**src/rtl/vga_layer_mixer_if.sv**
```systemverilog
// Timing-in / layer-in / composited-out bundle for vga_layer_mixer.
// master drives the raw timing and layer inputs, slave is the mixer itself.
interface vga_layer_mixer_if #(
    parameter int NUM_LAYERS = 4,
    parameter int COLOR_W    = 12,
    parameter int CNT_W      = 11
);
    logic [CNT_W-1:0]              hcount_in, vcount_in;
    logic                          hsync_in, vsync_in, hblnk_in, vblnk_in;
    logic [NUM_LAYERS*COLOR_W-1:0] layer_rgb;
    logic [NUM_LAYERS-1:0]         layer_valid, layer_en;
    logic [COLOR_W-1:0]            bg_rgb;

    logic [CNT_W-1:0]              hcount_out, vcount_out;
    logic                          hs_out, vs_out, hblnk_out, vblnk_out;
    logic [COLOR_W-1:0]            rgb_out;
    logic                          frame_start;
    logic [NUM_LAYERS-1:0]         coll_out;

    modport master (
        output hcount_in, vcount_in, hsync_in, vsync_in, hblnk_in, vblnk_in,
               layer_rgb, layer_valid, layer_en, bg_rgb,
        input  hcount_out, vcount_out, hs_out, vs_out, hblnk_out, vblnk_out,
               rgb_out, frame_start, coll_out
    );

    modport slave (
        input  hcount_in, vcount_in, hsync_in, vsync_in, hblnk_in, vblnk_in,
               layer_rgb, layer_valid, layer_en, bg_rgb,
        output hcount_out, vcount_out, hs_out, vs_out, hblnk_out, vblnk_out,
               rgb_out, frame_start, coll_out
    );
endinterface

```
**src/rtl/vga_layer_mixer.sv**
```systemverilog
// Fixed-priority layer compositor with aligned timing pipeline (latency 2+EXTRA_DELAY).
// Optional per-frame collision flags guarded by VGA_MIXER_COLLISION_EN.
module vga_layer_mixer #(
    parameter int NUM_LAYERS  = 4,
    parameter int COLOR_W     = 12,
    parameter int CNT_W       = 11,
    parameter int EXTRA_DELAY = 0,
    parameter int SYNC_INVERT = 0
) (
    input  logic             pclk,
    input  logic             rst_n,
    vga_layer_mixer_if.slave bus
);
    localparam int L = 2 + EXTRA_DELAY;

    typedef struct packed {
        logic [CNT_W-1:0] hc;
        logic [CNT_W-1:0] vc;
        logic             hs;
        logic             vs;
        logic             hb;
        logic             vb;
    } tim_t;

    tim_t                                tim   [1:L];
    logic [COLOR_W-1:0]                  rgb_p [2:L];
    logic [L:1]                          vld_pipe;
    logic [NUM_LAYERS-1:0][COLOR_W-1:0]  layer_s1;
    logic [NUM_LAYERS-1:0]               valid_s1, en_s1, q1;
    logic [COLOR_W-1:0]                  bg_s1, rgb_c;
    logic                                blank_s1;

    assign q1       = valid_s1 & en_s1;
    assign blank_s1 = tim[1].hb | tim[1].vb;

    always_ff @(posedge pclk or negedge rst_n) begin
        if (!rst_n) begin
            for (int k = 1; k <= L; k++) tim[k] <= '0;
            for (int k = 2; k <= L; k++) rgb_p[k] <= '0;
            vld_pipe <= '0;
            layer_s1 <= '0;
            valid_s1 <= '0;
            en_s1    <= '0;
            bg_s1    <= '0;
        end else begin
            tim[1]   <= tim_t'{hc: bus.hcount_in, vc: bus.vcount_in,
                               hs: bus.hsync_in,  vs: bus.vsync_in,
                               hb: bus.hblnk_in,  vb: bus.vblnk_in};
            layer_s1 <= bus.layer_rgb;
            valid_s1 <= bus.layer_valid;
            en_s1    <= bus.layer_en;
            bg_s1    <= bus.bg_rgb;
            for (int k = 2; k <= L; k++) tim[k] <= tim[k-1];
            rgb_p[2] <= rgb_c;
            for (int k = 3; k <= L; k++) rgb_p[k] <= rgb_p[k-1];
            // Marks stages holding real post-reset data, so flushed zeros never look like (0,0).
            vld_pipe <= {vld_pipe[L-1:1], 1'b1};
        end
    end

    // Scan from lowest priority upward so the lowest qualifying index wins.
    always_comb begin
        rgb_c = bg_s1;
        for (int k = NUM_LAYERS - 1; k >= 0; k--) begin
            if (q1[k]) rgb_c = layer_s1[k];
        end
        if (blank_s1) rgb_c = '0;
    end

`ifdef VGA_MIXER_COLLISION_EN
    logic [NUM_LAYERS-1:1] acc, coll, hit;
    logic                  vs_rise;

    assign hit     = blank_s1 ? '0 : (q1[NUM_LAYERS-1:1] & {(NUM_LAYERS-1){q1[0]}});
    // tim[2] holds the previous S1 sample of the timing bus.
    assign vs_rise = tim[1].vs & ~tim[2].vs;

    always_ff @(posedge pclk or negedge rst_n) begin
        if (!rst_n) begin
            acc  <= '0;
            coll <= '0;
        end else if (vs_rise) begin
            coll <= acc | hit;
            acc  <= '0;
        end else begin
            acc  <= acc | hit;
        end
    end

    assign bus.coll_out = {coll, 1'b0};
`else
    assign bus.coll_out = '0;
`endif

    assign bus.hcount_out  = tim[L].hc;
    assign bus.vcount_out  = tim[L].vc;
    assign bus.hs_out      = tim[L].hs ^ (SYNC_INVERT != 0);
    assign bus.vs_out      = tim[L].vs ^ (SYNC_INVERT != 0);
    assign bus.hblnk_out   = tim[L].hb;
    assign bus.vblnk_out   = tim[L].vb;
    assign bus.rgb_out     = rgb_p[L];
    assign bus.frame_start = vld_pipe[L] && (tim[L].hc == '0) && (tim[L].vc == '0);
endmodule

```
**src/flat_wrapper.sv**
```systemverilog
// flat-port wrapper written by rule: the top's interface ports become plain ports
module vga_layer_mixer_flat 
#(
    parameter int NUM_LAYERS  = 4,
    parameter int COLOR_W     = 12,
    parameter int CNT_W       = 11,
    parameter int EXTRA_DELAY = 0,
    parameter int SYNC_INVERT = 0
)
  (pclk, rst_n, bus_hcount_in, bus_vcount_in, bus_hsync_in, bus_vsync_in, bus_hblnk_in, bus_vblnk_in, bus_layer_rgb, bus_layer_valid, bus_layer_en, bus_bg_rgb, bus_hcount_out, bus_vcount_out, bus_hs_out, bus_vs_out, bus_hblnk_out, bus_vblnk_out, bus_rgb_out, bus_frame_start, bus_coll_out);
  vga_layer_mixer_if #(.NUM_LAYERS(NUM_LAYERS), .COLOR_W(COLOR_W), .CNT_W(CNT_W)) bus_i ();
  input  logic pclk;
  input  logic rst_n;
  input wire logic [$bits(bus_i.hcount_in)-1:0] bus_hcount_in;
  input wire logic [$bits(bus_i.vcount_in)-1:0] bus_vcount_in;
  input wire logic [$bits(bus_i.hsync_in)-1:0] bus_hsync_in;
  input wire logic [$bits(bus_i.vsync_in)-1:0] bus_vsync_in;
  input wire logic [$bits(bus_i.hblnk_in)-1:0] bus_hblnk_in;
  input wire logic [$bits(bus_i.vblnk_in)-1:0] bus_vblnk_in;
  input wire logic [$bits(bus_i.layer_rgb)-1:0] bus_layer_rgb;
  input wire logic [$bits(bus_i.layer_valid)-1:0] bus_layer_valid;
  input wire logic [$bits(bus_i.layer_en)-1:0] bus_layer_en;
  input wire logic [$bits(bus_i.bg_rgb)-1:0] bus_bg_rgb;
  output wire logic [$bits(bus_i.hcount_out)-1:0] bus_hcount_out;
  output wire logic [$bits(bus_i.vcount_out)-1:0] bus_vcount_out;
  output wire logic [$bits(bus_i.hs_out)-1:0] bus_hs_out;
  output wire logic [$bits(bus_i.vs_out)-1:0] bus_vs_out;
  output wire logic [$bits(bus_i.hblnk_out)-1:0] bus_hblnk_out;
  output wire logic [$bits(bus_i.vblnk_out)-1:0] bus_vblnk_out;
  output wire logic [$bits(bus_i.rgb_out)-1:0] bus_rgb_out;
  output wire logic [$bits(bus_i.frame_start)-1:0] bus_frame_start;
  output wire logic [$bits(bus_i.coll_out)-1:0] bus_coll_out;
  assign bus_i.hcount_in = bus_hcount_in;
  assign bus_i.vcount_in = bus_vcount_in;
  assign bus_i.hsync_in = bus_hsync_in;
  assign bus_i.vsync_in = bus_vsync_in;
  assign bus_i.hblnk_in = bus_hblnk_in;
  assign bus_i.vblnk_in = bus_vblnk_in;
  assign bus_i.layer_rgb = bus_layer_rgb;
  assign bus_i.layer_valid = bus_layer_valid;
  assign bus_i.layer_en = bus_layer_en;
  assign bus_i.bg_rgb = bus_bg_rgb;
  assign bus_hcount_out = bus_i.hcount_out;
  assign bus_vcount_out = bus_i.vcount_out;
  assign bus_hs_out = bus_i.hs_out;
  assign bus_vs_out = bus_i.vs_out;
  assign bus_hblnk_out = bus_i.hblnk_out;
  assign bus_vblnk_out = bus_i.vblnk_out;
  assign bus_rgb_out = bus_i.rgb_out;
  assign bus_frame_start = bus_i.frame_start;
  assign bus_coll_out = bus_i.coll_out;
  vga_layer_mixer #(.NUM_LAYERS(NUM_LAYERS), .COLOR_W(COLOR_W), .CNT_W(CNT_W), .EXTRA_DELAY(EXTRA_DELAY), .SYNC_INVERT(SYNC_INVERT)) u_core (.pclk(pclk), .rst_n(rst_n), .bus(bus_i));
endmodule
```
**config.mk**
```make
export PLATFORM = sky130hd
export DESIGN_NAME = vga_layer_mixer_flat
export DESIGN_NICKNAME = d
export VERILOG_FILES = /design/src/rtl/vga_layer_mixer_if.sv /design/src/rtl/vga_layer_mixer.sv /design/src/flat_wrapper.sv
export SDC_FILE = /design/constraint.sdc
export NUM_CORES = 1
export LEC_CHECK = 0
export CORE_UTILIZATION = 47
export CTS_BUF_LIST = sky130_fd_sc_hd__clkbuf_8
export CTS_CLUSTER_DIAMETER = 30
export DETAILED_ROUTE_END_ITERATION = 10
export GPL_ROUTABILITY_DRIVEN = 0
export PLACE_DENSITY_LB_ADDON = 0.2
export SKIP_CTS_REPAIR_TIMING = 1
export SYNTH_ARGS = -nofsm -noshare
export SYNTH_HDL_FRONTEND = slang
export SYNTH_SLANG_ARGS = --single-unit
export TNS_END_PERCENT = 1
```
**constraint.sdc**
```tcl
create_clock -name pclk -period 1.5 [get_ports pclk]
set_input_delay 0.375 -clock pclk [delete_from_list [all_inputs] [get_ports pclk]]
set_output_delay 0.375 -clock pclk [all_outputs]
set_load 0.005 [all_outputs]
```
### After elaboration in Yosys (flattened, before gate mapping)

Cells that the tools add are included.

| storage, ports and cells | value |
|---|---|
| flip-flop bits (word level) | 134 |
| input bits | 96 |
| output and inout bits | 43 |
| logic and storage cells | 32 |

| operators by class | value |
|---|---|
| mux-type cells | 5 |
| bitwise gates (word level) | 2 |
| reduce and logical (&&, ||, !) cells | 4 |

Operator list:

| cell | number |
|---|---|
| 12-bit 2-to-1 mux | 5 |
| 11-bit logical NOT | 2 |
| 4-bit bitwise AND | 1 |
| 1-bit logical AND | 2 |
| 1-bit OR | 1 |

### Logic depth before layout (Yosys ltp)

| depth | value |
|---|---|
| depth in word-level cells | 6 |
| gate-level depth with buffers | 4 |
| gate-level depth less buffers | 3 |

### Worst setup path after synthesis

OpenSTA, ideal clock, no wires.

| timing path | value |
|---|---|
| path type | register to output |
| start point | register u_core.tim (netlist bit u_core.bus.vcount_out[2]) |
| end point | output bus_frame_start |
| arrival time | 0.873 ns |
| data required time | 1.125 ns |
| setup slack | 0.252 ns |
| cell stages (with the launch flop) | 4 |
| path buffers | 0 |
| path through | dfrtp_1 > nor4b_1 > nand4_1 > nor2_1 |

| between the ends | value |
|---|---|
| cells in the longest elaborated chain, start to end | 2 |

RTL lines:

| element | line | source |
|---|---|---|
| start: declaration | vga_layer_mixer.sv:25 | `tim_t tim [1:L];` |
| 11-bit logical NOT | vga_layer_mixer.sv:102 | `assign bus.frame_start = vld_pipe[L] && (tim[L].hc == '0) && (tim[L].vc == '0);` |
| 1-bit logical AND | vga_layer_mixer.sv:102 |  |
| end: declaration | flat_wrapper.sv:31 | `output wire logic [$bits(bus_i.frame_start)-1:0] bus_frame_start;` |

No other way between the ends.

### Final worst setup path

| timing path | value |
|---|---|
| start point | register u_core.tim (netlist bit u_core.bus.vcount_out[7]) |
| end point | output bus_frame_start |

Same word-level chain as after synthesis.

==> summary.md <==
| Metric | Value |
|---|---|
| Failing checks | setup timing |
| Hold Path Class | flip-flop to flip-flop |
| Worst setup endpoint | bus_frame_start |
| Worst setup startpoint | u_core.bus.vcount_out[7] |
| Final Cycle Share | 1.32 |
| Pin count of the biggest net entering global routing | 46 |
| Post-route ant nets | 0 |
| Drt wl/cell | approximately 16 um |
| Slew Limit Fails | 0 |
| Most frequent cells in the layout | 132 x dfrtp_1, 95 x clkdlybuf4s50_1, 36 x dlymetal6s2s_1, 22 x clkbuf_8 |
| Synth-to-Final Area Change | 43.0% |
| Yosys cell types | 27 |
| Kind of start point of the critical path | flip-flop |
| Share of cells above drive strength 1 | 0.146 |
| Total GRT Usage | 0.192 |
| Relative slew slack | 0.498 |
| Number of remaining DRC errors | 0 |
| Post-layout nets | 495 |
| I/O Pins | 139 |
| Clock sinks | 134 |
| Footprint of the multi-input gates | roughly 650 um2 |
| Initial Util | 0.486 |
| Vias per cell | ~4.8 |
| Root Buffer | clkbuf_8 |
| DRC violation total after the first TritonRoute iteration | 29 |
| CP Capture Type | output pin |
| R2R Path End | u_core.bus.rgb_out[8] |
| DP Wirelength | 5.76 mm |
| Max frequency | 0.503 GHz |
| Final hold viol count | 0 |
| Clock buffer depth | 2 |
| RSZ-0062 raised after global routing | yes |
| Die area | 9450 um2 |
| Setup TNS | -613 ps |
| YS warnings | 0 |
| Min Tclk post-route | around 2000 ps |
| Max Cap Violations | 0 |
| Register-to-Register Path Depth | 3 |
| Final setup viols | 2 |
| Place WS | -429 ps |
| FFs w/ async S/R, synth | 1.00 |
| Register Area | 3360 um2 |
| Die Height | a little under 100 um |
| Gr ovfl total | 0 |
| Clk pin slew, worst setup/hold paths | 80 ps |
| Critical setup path kind | flip-flop to output pin |
| Core outline area | 8760 um2 |
| Crit-path max FO | 2 |
| TritonCTS clock tree | built |
| First-pass GRT wire length | 13.5 mm |
| Vias in the first global route | 2683 |
| Critical Path AT | 1610 ps |
| PD cells | 1260 nW/um2 |
| Post-synthesis sequential area ratio | 0.787 |
| EDFF count, synth | 0 |
| Fill cell count | 637 |
| Worst Skew | between 10 and 15 ps |
| Rows | 34 |
| Post-Syn Area per Cell | between 15 and 20 um2 |
| Antenna diodes | 0 |
| Required time of the critical path | around 1100 ps |
| Main flop type after synthesis | dfrtp_1 |
| Worst-Margin Slew | 754 ps |
| # port buffers | between 100 and 150 |
| Mapped cell area | 4260 um2 |
| Worst-Skew Late Latency | 420 ps |
| Cells after Synth | 273 |
| CTS HTree Levels | 4 |
| VDD IR max | slightly above 0.8 mV |
| Commonest non-fill, non-tap cell in the layout | dfrtp_1 |
| Final setup margin | -486 ps |
| 1st-pass router iterations | 4 |
| Lkg Pwr | 2.99 nW |
| Reg-to-Reg Start | u_core.en_s1[1] |
| Status | complete, but fails checks |
| Seq cells post-synth | 134 |
| Routed vias | around 2500 |
| Reg2reg setup slack | around 120 ps |
| Routed WL | 8.42 mm |
| CTS Buf Count | 17 |
| Die W | 97.2 um |
| Antenna violations before repair | 0 |
[kinds of logic after synthesis]
logic type / Yosys count / synth area share
AND/OR/NAND/NOR: 39 / 0.0529
other: 2 / 0.00176
AO/OA/AOI/OAI: 61 / 0.0928
buffers and inverters: 37 / 0.0655
flip-flops: 134 / 0.787
[metrics by stage]
stage,instances,utilization,power (W),area [um2],hold slack (ps)
2_1_floorplan,276,-,0.00411,4270,79.4
3_3_place_gp,486,0.631,0.00453,5530,243
3_5_place_dp,486,0.631,0.00455,5530,244
4_1_cts,518,0.682,0.00775,5980,-213
5_1_grt,520,0.695,0.00798,6090,347
6_report,520,0.695,0.00767,6090,341
[how the worst min path moves through the flow]
| stage | startpoint | to | slack, ps | depth (start not counted) |
|---|---|---|---|---|
| after floorplan | rst_n | u_core.bg_s1[0] | 80 | 0 |
| after global placement | rst_n | u_core.en_s1[1] | 240 | 1 |
| after detailed placement | rst_n | u_core.valid_s1[3] | 240 | 1 |
| after CTS | rst_n | u_core.valid_s1[3] | -210 | 1 |
| after global routing | u_core.tim[33] | u_core.bus.vcount_out[3] | 350 | 0 |
| final | u_core.tim[33] | u_core.bus.vcount_out[3] | 340 | 0 |
[critical path, stage by stage (launching register included)]
cell     delay [ps]
dfrtp_1         390
nor4b_2         340
nand4_1         180
nor2_1          150
buf_2           140
[layer usage]
| metal | global-route usage | up-vias | wire [um] |
|---|---|---|---|
| li1 | - | 1154 | - |
| met4 | 0.0608 | 0 | 80 |
| met5 | 0 | - | 0 |
| met2 | 0.327 | 106 | 4400 |
| met1 | 0.230 | 1233 | 3480 |
| met3 | 0.0662 | 8 | 467 |
[sequential cells by signal, summed over array words and instances, names as in the netlist]
signal / cells
u_core.bg_s1: 12
u_core.bus.hblnk_out: 1
u_core.bus.hcount_out: 11
u_core.bus.hs_out: 1
u_core.bus.rgb_out: 12
u_core.bus.vblnk_out: 1
u_core.bus.vcount_out: 11
u_core.bus.vs_out: 1
u_core.en_s1: 4
u_core.layer_s1: 48
u_core.tim: 26
u_core.valid_s1: 4
u_core.vld_pipe: 2
[final cells by class]
type | instances | area share
Clock buffer | 22 | 0.0497
Clock inverter | 10 | 0.0234
Multi-Input combinational cell | 105 | 0.107
Sequential cell | 134 | 0.551
Tap cell | 108 | 0.0222
Timing Repair Buffer | 141 | 0.247
[cells in the mapped netlist, types with 2 or more instances]
| master | instances | share of area |
|---|---|---|
| dfrtp_1 | 134 | 0.79 |
| buf_4 | 30 | 0.053 |
| a31oi_1 | 12 | 0.018 |
| nand3_1 | 12 | 0.014 |
| o21ai_0 | 12 | 0.014 |
| o21ai_1 | 12 | 0.014 |
| a21boi_0 | 10 | 0.018 |
| a21oi_2 | 10 | 0.021 |
| and3_1 | 10 | 0.015 |
| nor4_1 | 4 | 0.0059 |
| nand2_1 | 3 | 0.0026 |
| a21boi_1 | 2 | 0.0035 |
| a21oi_1 | 2 | 0.0023 |
| and2_1 | 2 | 0.0029 |
| and3_2 | 2 | 0.0035 |
| buf_2 | 2 | 0.0023 |
| buf_6 | 2 | 0.0053 |
| clkbuf_1 | 2 | 0.0018 |
| conb_1 | 2 | 0.0018 |
[power by group]
group          total, W  internal [W]  switching (W)
Combinational  0.000588      0.000363       0.000225
Sequential      0.00387       0.00379      0.0000774
Clock           0.00321       0.00188        0.00133
Note: power is estimated with default switching activity, not from simulation.
